==> src/rtl/dr_channel_arbiter_pkg.sv <==
// rtl/dr_channel_arbiter_pkg.sv - shared types and dual-rail helpers for the channel arbiter
package dr_chan_pkg;

    typedef enum logic [1:0] {
        IDLE   = 2'd0,
        DATA   = 2'd1,
        SPACER = 2'd2
    } state_t;

    localparam logic [7:0] DR_SPACER = 8'h00;

    // Bit i maps to rails {true, false} at positions {2i+1, 2i}.
    function automatic logic [7:0] dr_encode4(input logic [3:0] word);
        logic [7:0] code;
        code = '0;
        for (int i = 0; i < 4; i++) begin
            code[2*i+1] = word[i];
            code[2*i]   = ~word[i];
        end
        return code;
    endfunction

    function automatic logic dr_valid8(input logic [7:0] code);
        logic ok;
        ok = 1'b1;
        for (int i = 0; i < 4; i++) begin
            if (code[2*i+1] == code[2*i]) ok = 1'b0;
        end
        return ok;
    endfunction

endpackage

==> src/rtl/dr_channel_arbiter_if.sv <==
// rtl/dr_channel_arbiter_if.sv - requester and dual-rail channel signal bundle
interface dr_channel_arbiter_if;
    logic       req0;
    logic [3:0] data0;
    logic       done0;
    logic       req1;
    logic [3:0] data1;
    logic       done1;
    logic [7:0] dr_data;
    logic       dr_ack;

    modport slave (
        input  req0, data0, req1, data1, dr_ack,
        output done0, done1, dr_data
    );

    modport master (
        output req0, data0, req1, data1, dr_ack,
        input  done0, done1, dr_data
    );
endinterface

==> src/rtl/dr_channel_arbiter_ack_sync.sv <==
// rtl/dr_channel_arbiter_ack_sync.sv - flop-chain synchroniser for the async acknowledge
module ack_sync #(
    parameter int SYNC_STAGES = 2
) (
    input  logic i_clk,
    input  logic i_rst,
    input  logic i_async,
    output logic o_sync
);
    logic [SYNC_STAGES-1:0] r_sync;

    always_ff @(posedge i_clk) begin
        if (i_rst) begin
            r_sync <= '0;
        end else begin
            r_sync <= {r_sync[SYNC_STAGES-2:0], i_async};
        end
    end

    assign o_sync = r_sync[SYNC_STAGES-1];
endmodule

==> src/rtl/dr_channel_arbiter.sv <==
// rtl/dr_channel_arbiter.sv - round-robin share of one dual-rail RZ channel between two requesters
module dr_channel_arbiter
    import dr_chan_pkg::*;
#(
    parameter int SYNC_STAGES = 2,
    parameter int TIMEOUT     = 64,
    parameter int CNT_W       = 7
) (
    input  logic                 i_clk,
    input  logic                 i_rst,
    dr_channel_arbiter_if.slave  bus,
    input  logic                 i_err_clr,
    output logic                 o_busy,
    output logic                 o_grant_id,
    output logic                 o_timeout_err
);
    localparam logic [CNT_W-1:0] LP_TMO      = CNT_W'(TIMEOUT);
    localparam logic [CNT_W-1:0] LP_TMO_LAST = CNT_W'(TIMEOUT - 1);

    logic             w_ack_s;
    state_t           r_state;
    state_t           w_state_nxt;
    logic [CNT_W-1:0] r_wdog;
    logic             w_wdog_last;
    logic [7:0]       r_dr_data;
    logic [7:0]       w_dr_data_nxt;
    logic             r_done0;
    logic             r_done1;
    logic             w_done0_nxt;
    logic             w_done1_nxt;
    logic             r_grant_id;
    logic             w_grant_nxt;
    logic             w_pick;
    logic             r_timeout_err;
    logic             w_to_set;
    logic             r_busy;

    ack_sync #(.SYNC_STAGES(SYNC_STAGES)) u_ack_sync (
        .i_clk   (i_clk),
        .i_rst   (i_rst),
        .i_async (bus.dr_ack),
        .o_sync  (w_ack_s)
    );

    // The transition edge is the one on which the counter would reach TIMEOUT.
    assign w_wdog_last = (r_wdog >= LP_TMO_LAST);

    always_comb begin
        w_state_nxt   = r_state;
        w_dr_data_nxt = r_dr_data;
        w_grant_nxt   = r_grant_id;
        w_pick        = r_grant_id;
        w_done0_nxt   = 1'b0;
        w_done1_nxt   = 1'b0;
        w_to_set      = 1'b0;
        case (r_state)
            IDLE: begin
                if (!w_ack_s && (bus.req0 || bus.req1)) begin
                    w_pick        = (bus.req0 && bus.req1) ? ~r_grant_id : bus.req1;
                    w_dr_data_nxt = dr_encode4(w_pick ? bus.data1 : bus.data0);
                    w_grant_nxt   = w_pick;
                    w_state_nxt   = DATA;
                end
            end
            DATA: begin
                if (w_ack_s) begin
                    w_dr_data_nxt = DR_SPACER;
                    w_state_nxt   = SPACER;
                end else if (w_wdog_last) begin
                    w_dr_data_nxt = DR_SPACER;
                    w_state_nxt   = SPACER;
                    w_to_set      = 1'b1;
                end
            end
            SPACER: begin
                if (!w_ack_s) begin
                    w_state_nxt = IDLE;
                    w_done0_nxt = ~r_grant_id;
                    w_done1_nxt = r_grant_id;
                end else if (w_wdog_last) begin
                    w_state_nxt = IDLE;
                    w_to_set    = 1'b1;
                end
            end
            default: begin
                w_dr_data_nxt = DR_SPACER;
                w_state_nxt   = IDLE;
            end
        endcase
    end

    always_ff @(posedge i_clk) begin
        if (i_rst) begin
            r_state       <= IDLE;
            r_wdog        <= '0;
            r_dr_data     <= DR_SPACER;
            r_done0       <= 1'b0;
            r_done1       <= 1'b0;
            r_grant_id    <= 1'b1;
            r_timeout_err <= 1'b0;
            r_busy        <= 1'b0;
        end else begin
            r_state    <= w_state_nxt;
            r_dr_data  <= w_dr_data_nxt;
            r_done0    <= w_done0_nxt;
            r_done1    <= w_done1_nxt;
            r_grant_id <= w_grant_nxt;
            r_busy     <= (w_state_nxt != IDLE);
            if (w_state_nxt != r_state) begin
                r_wdog <= '0;
            end else if (r_wdog != LP_TMO) begin
                r_wdog <= r_wdog + 1'b1;
            end
            if (w_to_set) begin
                r_timeout_err <= 1'b1;
            end else if (i_err_clr) begin
                r_timeout_err <= 1'b0;
            end
        end
    end

    always_ff @(posedge i_clk) begin
        if (!i_rst) begin
            assert (r_dr_data == DR_SPACER || dr_valid8(r_dr_data));
            assert (!(r_done0 && r_done1));
        end
    end

    assign bus.dr_data    = r_dr_data;
    assign bus.done0      = r_done0;
    assign bus.done1      = r_done1;
    assign o_busy         = r_busy;
    assign o_grant_id     = r_grant_id;
    assign o_timeout_err  = r_timeout_err;
endmodule

==> src/flat_wrapper.sv <==
// flat-port wrapper written by rule: the top's interface ports become plain ports
module dr_channel_arbiter_flat import dr_chan_pkg::*;
#(
    parameter int SYNC_STAGES = 2,
    parameter int TIMEOUT     = 64,
    parameter int CNT_W       = 7
)
  (i_clk, i_rst, i_err_clr, o_busy, o_grant_id, o_timeout_err, bus_req0, bus_data0, bus_req1, bus_data1, bus_dr_ack, bus_done0, bus_done1, bus_dr_data);
  dr_channel_arbiter_if bus_i ();
  input  logic i_clk;
  input  logic i_rst;
  input  logic i_err_clr;
  output logic o_busy;
  output logic o_grant_id;
  output logic o_timeout_err;
  input wire logic [$bits(bus_i.req0)-1:0] bus_req0;
  input wire logic [$bits(bus_i.data0)-1:0] bus_data0;
  input wire logic [$bits(bus_i.req1)-1:0] bus_req1;
  input wire logic [$bits(bus_i.data1)-1:0] bus_data1;
  input wire logic [$bits(bus_i.dr_ack)-1:0] bus_dr_ack;
  output wire logic [$bits(bus_i.done0)-1:0] bus_done0;
  output wire logic [$bits(bus_i.done1)-1:0] bus_done1;
  output wire logic [$bits(bus_i.dr_data)-1:0] bus_dr_data;
  assign bus_i.req0 = bus_req0;
  assign bus_i.data0 = bus_data0;
  assign bus_i.req1 = bus_req1;
  assign bus_i.data1 = bus_data1;
  assign bus_i.dr_ack = bus_dr_ack;
  assign bus_done0 = bus_i.done0;
  assign bus_done1 = bus_i.done1;
  assign bus_dr_data = bus_i.dr_data;
  dr_channel_arbiter #(.SYNC_STAGES(SYNC_STAGES), .TIMEOUT(TIMEOUT), .CNT_W(CNT_W)) u_core (.i_clk(i_clk), .i_rst(i_rst), .bus(bus_i), .i_err_clr(i_err_clr), .o_busy(o_busy), .o_grant_id(o_grant_id), .o_timeout_err(o_timeout_err));
endmodule
==> config.mk <==
export PLATFORM = sky130hd
export DESIGN_NAME = dr_channel_arbiter_flat
export DESIGN_NICKNAME = d
export VERILOG_FILES = /design/src/rtl/dr_channel_arbiter_pkg.sv /design/src/rtl/dr_channel_arbiter_if.sv /design/src/rtl/dr_channel_arbiter_ack_sync.sv /design/src/rtl/dr_channel_arbiter.sv /design/src/flat_wrapper.sv
export SDC_FILE = /design/constraint.sdc
export NUM_CORES = 1
export LEC_CHECK = 0
export BUFFER_PORTS_ARGS = -buffer_cell sky130_fd_sc_hd__buf_2
export CORE_ASPECT_RATIO = 1.25
export CORE_UTILIZATION = 48
export DETAILED_ROUTE_END_ITERATION = 6
export PLACE_DENSITY_LB_ADDON = 0.3
export REMOVE_ABC_BUFFERS = 1
export SLEW_MARGIN = 20
export SYNTH_ARGS = -nofsm -noshare
export SYNTH_HDL_FRONTEND = slang
export SYNTH_SLANG_ARGS = --single-unit
==> constraint.sdc <==
create_clock -name i_clk -period 1.71 [get_ports i_clk]
set_clock_uncertainty 0.1 [all_clocks]
set_input_delay 0.342 -clock i_clk [delete_from_list [all_inputs] [get_ports i_clk]]
set_output_delay 0.342 -clock i_clk [all_outputs]
set_load 0.005 [all_outputs]
; Word level (Yosys, flattened, before mapping)
; Index checks and enable logic that the tools add are counted.
[totals]
regBits = 24
inputBits = 14
[op_classes]
n_addsub = 1
magnitude_cmp = 1
n_eq_ne = 6
mux = 18
bitwise_logic = 6
reduce_logical = 11
[op_table]
columns = operator, n
row1 = 2-to-1 mux 8 bit, 3
row2 = one-hot mux 8 bit (3 select lines), 1
row3 = 2-to-1 mux 2 bit, 5
row4 = "adder 7 x 1 -> 7 bit, second input constant", 1
row5 = "greater-or-equal comparator 7 x 6 -> 1 bit, second input constant", 1
row6 = "!= test 7 bit, second input constant", 1
row7 = 2-to-1 mux 1 bit, 6
row8 = NOT 1 bit, 6
row9 = one-hot mux 2 bit (3 select lines), 1
row10 = 2-to-1 mux 4 bit, 1
row11 = nonzero test 2 bit, 2
row12 = "!= test 3 x 2 -> 1 bit, second input constant", 1
row13 = AND reduction 3 bit, 1
row14 = OR reduction 3 bit, 1
row15 = "== test 2 x 1 -> 1 bit, second input constant", 1
row16 = "== test 2 bit, second input constant", 1
row17 = logical AND 1 bit, 2
row18 = logical NOT 2 bit, 1
row19 = "!= test 2 x 1 -> 1 bit, second input constant", 1
row20 = != test 2 bit, 1
row21 = one-hot mux 1 bit (2 select lines), 1
row22 = AND reduction 2 bit, 1
row23 = OR reduction 2 bit, 1
row24 = logical NOT 1 bit, 1
row25 = logical OR 1 bit, 1

; Logic depth before layout (Yosys ltp)
[logic_depth]
depth_word = 6
depth_mapped = 8
mapped_depth_nobuf = 7

; By module
; A second synthesis with hierarchy kept.
[hier_totals]
hier_cells = 137
area_unflattened_um2 = 1308.8
[by_module_without_submodules]
columns = mod, instances, cells_per_inst, area_each_um2
row1 = dr_channel_arbiter, 1, 133, 1256.2
row2 = ack_sync, 1, 4, 52.6

; Worst setup path after synthesis
; No wires, ideal clock.
[synth_path]
path_type = register to register
start = register u_core.r_state[1]
end = register u_core.r_wdog[2]
setup_time_ns = 0.073
arrival_time_ns = 1.607
required_ns = 1.537
slack_ns = -0.071
path_stages_with_launch = 8
path_buffers = 1
period_less_slack_ns = 1.781
path_cell_list = dfxtp_1 > inv_1 > ha_1 > clkbuf_1 > a221oi_1 > nor3_2 > o311ai_4 > nor3_2
[synth_via]
elab_chain_cells = 5
word_cells_on_any_way = 11
classes_between = eq/ne: 3 / mux: 6 / reduce/logical: 2
[synth_lines]
columns = item, line
row1 = from (decl), dr_channel_arbiter.sv:21  ; state_t r_state;
row2 = from (signal assigned), dr_channel_arbiter.sv:103  ; r_state <= w_state_nxt;
row3 = "2-to-1 mux 2 bit, on equally long branches", "dr_channel_arbiter.sv:80, dr_channel_arbiter.sv:69"
row4 = "2-to-1 mux 2 bit, on equally long branches", "dr_channel_arbiter.sv:76, dr_channel_arbiter.sv:66"
row5 = one-hot mux 2 bit (3 select lines), dr_channel_arbiter.sv:56  ; case (r_state)
row6 = != test 2 bit *, dr_channel_arbiter.sv:109  ; if (w_state_nxt != r_state) begin
row7 = OR reduction 2 bit (no source line) *, n/a
row8 = to (signal assigned), dr_channel_arbiter.sv:112  ; r_wdog <= r_wdog + 1'b1;
row9 = to (decl), dr_channel_arbiter.sv:23  ; logic [CNT_W-1:0] r_wdog;
; Every way passes the cells marked *; elsewhere a longest branch is shown, timed or not.
; A chain may end at the register's enable or synchronous reset.

; Worst setup path after layout
[layout_path]
start = register u_core.r_wdog[0]
end = register u_core.r_busy, in the netlist u_core.o_busy
[layout_via]
elab_chain_cells = 5
word_cells_on_any_way = 7
classes_between = order compare: 1 / mux: 5 / reduce/logical: 1
[layout_lines]
columns = item, line
row1 = greater-or-equal comparator 7 x 6 -> 1 bit *, dr_channel_arbiter.sv:46  ; assign w_wdog_last = (r_wdog >= LP_TMO_LAST);
row2 = "2-to-1 mux 2 bit, on equally long branches", "dr_channel_arbiter.sv:80, dr_channel_arbiter.sv:69"
row3 = "2-to-1 mux 2 bit, on equally long branches", "dr_channel_arbiter.sv:76, dr_channel_arbiter.sv:66"
row4 = one-hot mux 2 bit (3 select lines) *, dr_channel_arbiter.sv:56
row5 = nonzero test 2 bit *, dr_channel_arbiter.sv:108  ; r_busy <= (w_state_nxt != IDLE);
row6 = to (signal assigned), dr_channel_arbiter.sv:108
row7 = to (decl), dr_channel_arbiter.sv:36  ; logic r_busy;
; Marks and branches as above.

==> results.tsv <==
stage	metric	value	unit
status	outcome	complete, no violations	
floorplan	rows	20	
placement	dp_hpwl	2310	µm
cells_and_area	antennaDiodeCount	0	
synthesis	ys_ff_latch	24	
timing	worstMarginPinSlew	392	ps
placement	dpl_worst_slack	-74.1	ps
floorplan	start_util	51.8	%
cells_and_area	layout-drive-gt1-share	50.5	%
timing	relSlewSlack	73.8	%
route	drt_wl_total	3230	µm
grt	grt_usage	23.7	%
critical_path	cp_data_arrival_time	1830	ps
synthesis	synth_ff_type	dfxtp_1	
synthesis	synth_top_area_share	37.5	%
synthesis	synth_edf_count	0	
synthesis	yosysUniqueCellTypes	45	
route	routedWlPerCell	14.9	µm
cells_and_area	fin_nets	205	
synthesis	seq_area_frac_synth	37.5	%
grt	globalRouteMet1Util	24.9	%
floorplan	ios	27	
synthesis	synth_area_per_cell	9.79	µm²
timing	rsz0062_at_grt	yes	
route	drt-pass1-iter-count	4	
clock_tree	cts-root-buf	clkbuf_4	
grt	overflow	0	
route	ant_nets	0	
route	viasPerCell	5.44	
timing	setup_slack	0.810	ps
grt	antenna_found_initial	0	
critical_path	cp_max_fo	5	
clock_tree	insertion_delay	310	ps
timing	whs	137	ps
min_path	hold_path_class	in -> reg	
timing	hold_viol	0	
power	ir_drop	0.610	mV
timing	slew_viol_final	0	
grt	use_met3	2.11	%
grt	grtUsageMet2	45.9	%
critical_path	cp-end-kind	flop	
clock_tree	htree_levels	1	
flow_run	cap_violations	0	
clock_tree	tritoncts	yes	
grt	grt_max_degree	14	
clock_tree	path_clk_slew	130	ps
grt	grt_pass1_vias	1192	
synthesis	yosysWarnings	0	
cells_and_area	syn_to_final_growth	42.3	%
grt	grt_pass1_wl	4940	µm
floorplan	die_h	59.8	µm
synthesis	synth_area_leaders	dfxtp_1 37%, ha_1 5.9%, nand3_1 5.1%	
floorplan	core	2480	µm²
synthesis	syn_inst	131	
floorplan	die_area	2880	µm²
timing	finalCritPeriodShare	100	%
route	drc	0	
synthesis	synth-async-reset-ratio	0	%
power	power	1.42	mW
synthesis	yosysTopAreaCell	dfxtp_1	
timing	min_period	1710	ps
synthesis	syn_area	1280	µm²
floorplan	die_w	48.2	µm
clock_tree	cts.sinks	24	
clock_tree	numCtsBuffers	3	
timing	max_freq	0.585	GHz
cells_and_area	utilization	73.7	%
timing	setup-violations-final	0	
placement	gp_congestion	0.889	
clock_tree	cts_hold_buf	0	
route	drt_iter0_drc	28	
clock_tree	clk_path_buf_depth	2	
power	pwr_density_cell	778	nW/µm²
grt	busiest_layer	met2	
critical_path	crit_type	reg -> reg	
power	p_leak	0.807	nW
placement	io_buffers	26	
critical_path	start_kind	flop	
critical_path	cp.required	1830	ps
route	vias	1181	
## worst max-delay path: stages, from the launching register on
cell and delay (ps):
dfxtp_2 360, ha_4 160, a21o_1 160, a31o_4 270, o21ai_4 190, o2bb2a_4 180, or2_1 190
## metrics by stage
step | area [µm²] | TNS, ps | std cells
floorplan | 1260 | -1220 | 127
global placement | 1640 | -299 | 210
detailed placement | 1640 | -222 | 210
CTS | 1760 | -34.6 | 216
global route | 1830 | -90.2 | 217
finish | 1830 | 0 | 217
## final timing paths
path                                             startpoint                          end  slack (ps)  depth (start not counted)
worst max-delay path                       u_core.r_wdog[0]                u_core.o_busy         0.8                          6
worst min-delay path                             bus_dr_ack  u_core.u_ack_sync.r_sync[0]         140                          2
worst max register to register             u_core.r_wdog[0]                u_core.o_busy         0.8                          6
worst min register to register  u_core.u_ack_sync.r_sync[0]  u_core.u_ack_sync.r_sync[1]         370                          1
## power breakdown
group,switching [mW],internal (mW)
logic,0.236,0.249
clock network,0.166,0.130
registers,0.0325,0.607
## cell families (layout without fill, tap and decap cells)
kind of cell / count (synthesis) / count (layout) / synth area share [%]
AO/OA/AOI/OAI: 28 / 28 / 20.8
XOR/XNOR: 6 / 6 / 4.10
adder cells (fa/ha/maj): 6 / 6 / 5.85
multiplexers: 8 / 8 / 7.71
buffers and inverters: 13 / 66 / 4.39
AND/OR/NAND/NOR: 46 / 46 / 19.7
flip-flops: 24 / 24 / 37.5
## final cells by class
type                            count  area (µm²)
Inverter                            9        33.8
Timing Repair Buffer               53         365
Sequential cell                    24         489
Clock buffer                        4        36.3
Fill cell                         167         652
Multi-Input combinational cell     94         860
Tap cell                           33        41.3
## cell usage in the layout, fill, tap and decap left out, types with 4 or more instances in the layout
cell       n
nor2_1    11
mux2_2     4
nand2_1    4
dfxtp_1   19
buf_2     26
a21oi_1    6
buf_4     23
xor2_1     4
nand2b_1   4
nand3_1   13
dfxtp_2    4
inv_1      6
o41ai_2    4
ha_4       5
## sequential cells by signal, indices dropped and copies added (netlist names)
name and cells:
u_core.r_state 2, u_core.o_timeout_err 1, u_core.r_wdog 7, u_core.u_ack_sync.r_sync 2, u_core.bus.dr_data 8, u_core.o_grant_id 1, u_core.o_busy 1, u_core.bus.done0 1
u_core.bus.done1 1
## layer usage
layer	part of all wire [%]	wire length [µm]	up-vias
li1	-	-	577
met1	40	1310	569
met2	56	1820	35
met3	3.1	100	0
met4	0	0	0
met5	0	0	-
## synthesized netlist by cell type, types with 2 or more instances
cell type	instances
nor3_2	2
xor2_1	4
ha_1	6
clkbuf_1	2
nand3_1	13
mux2_2	4
nor4_1	2
o21ai_0	2
nor2b_1	2
buf_4	2
nand2b_1	4
mux2i_1	2
xnor2_1	2
and3_1	2
nand2_1	4
nor2_1	12
o41ai_1	2
o41ai_2	2
a21oi_1	6
dfxtp_1	24
inv_1	8
## timing repair
action                                  in CTS  in global routing
hold endpoints to repair                     0                  0
pin swaps                                   13                  7
endpoints found under the setup margin      12                 13
gates resized for setup                     16                 15
setup buffers                                2                  1
No activity file was read; power rests on OpenSTA's default activity.
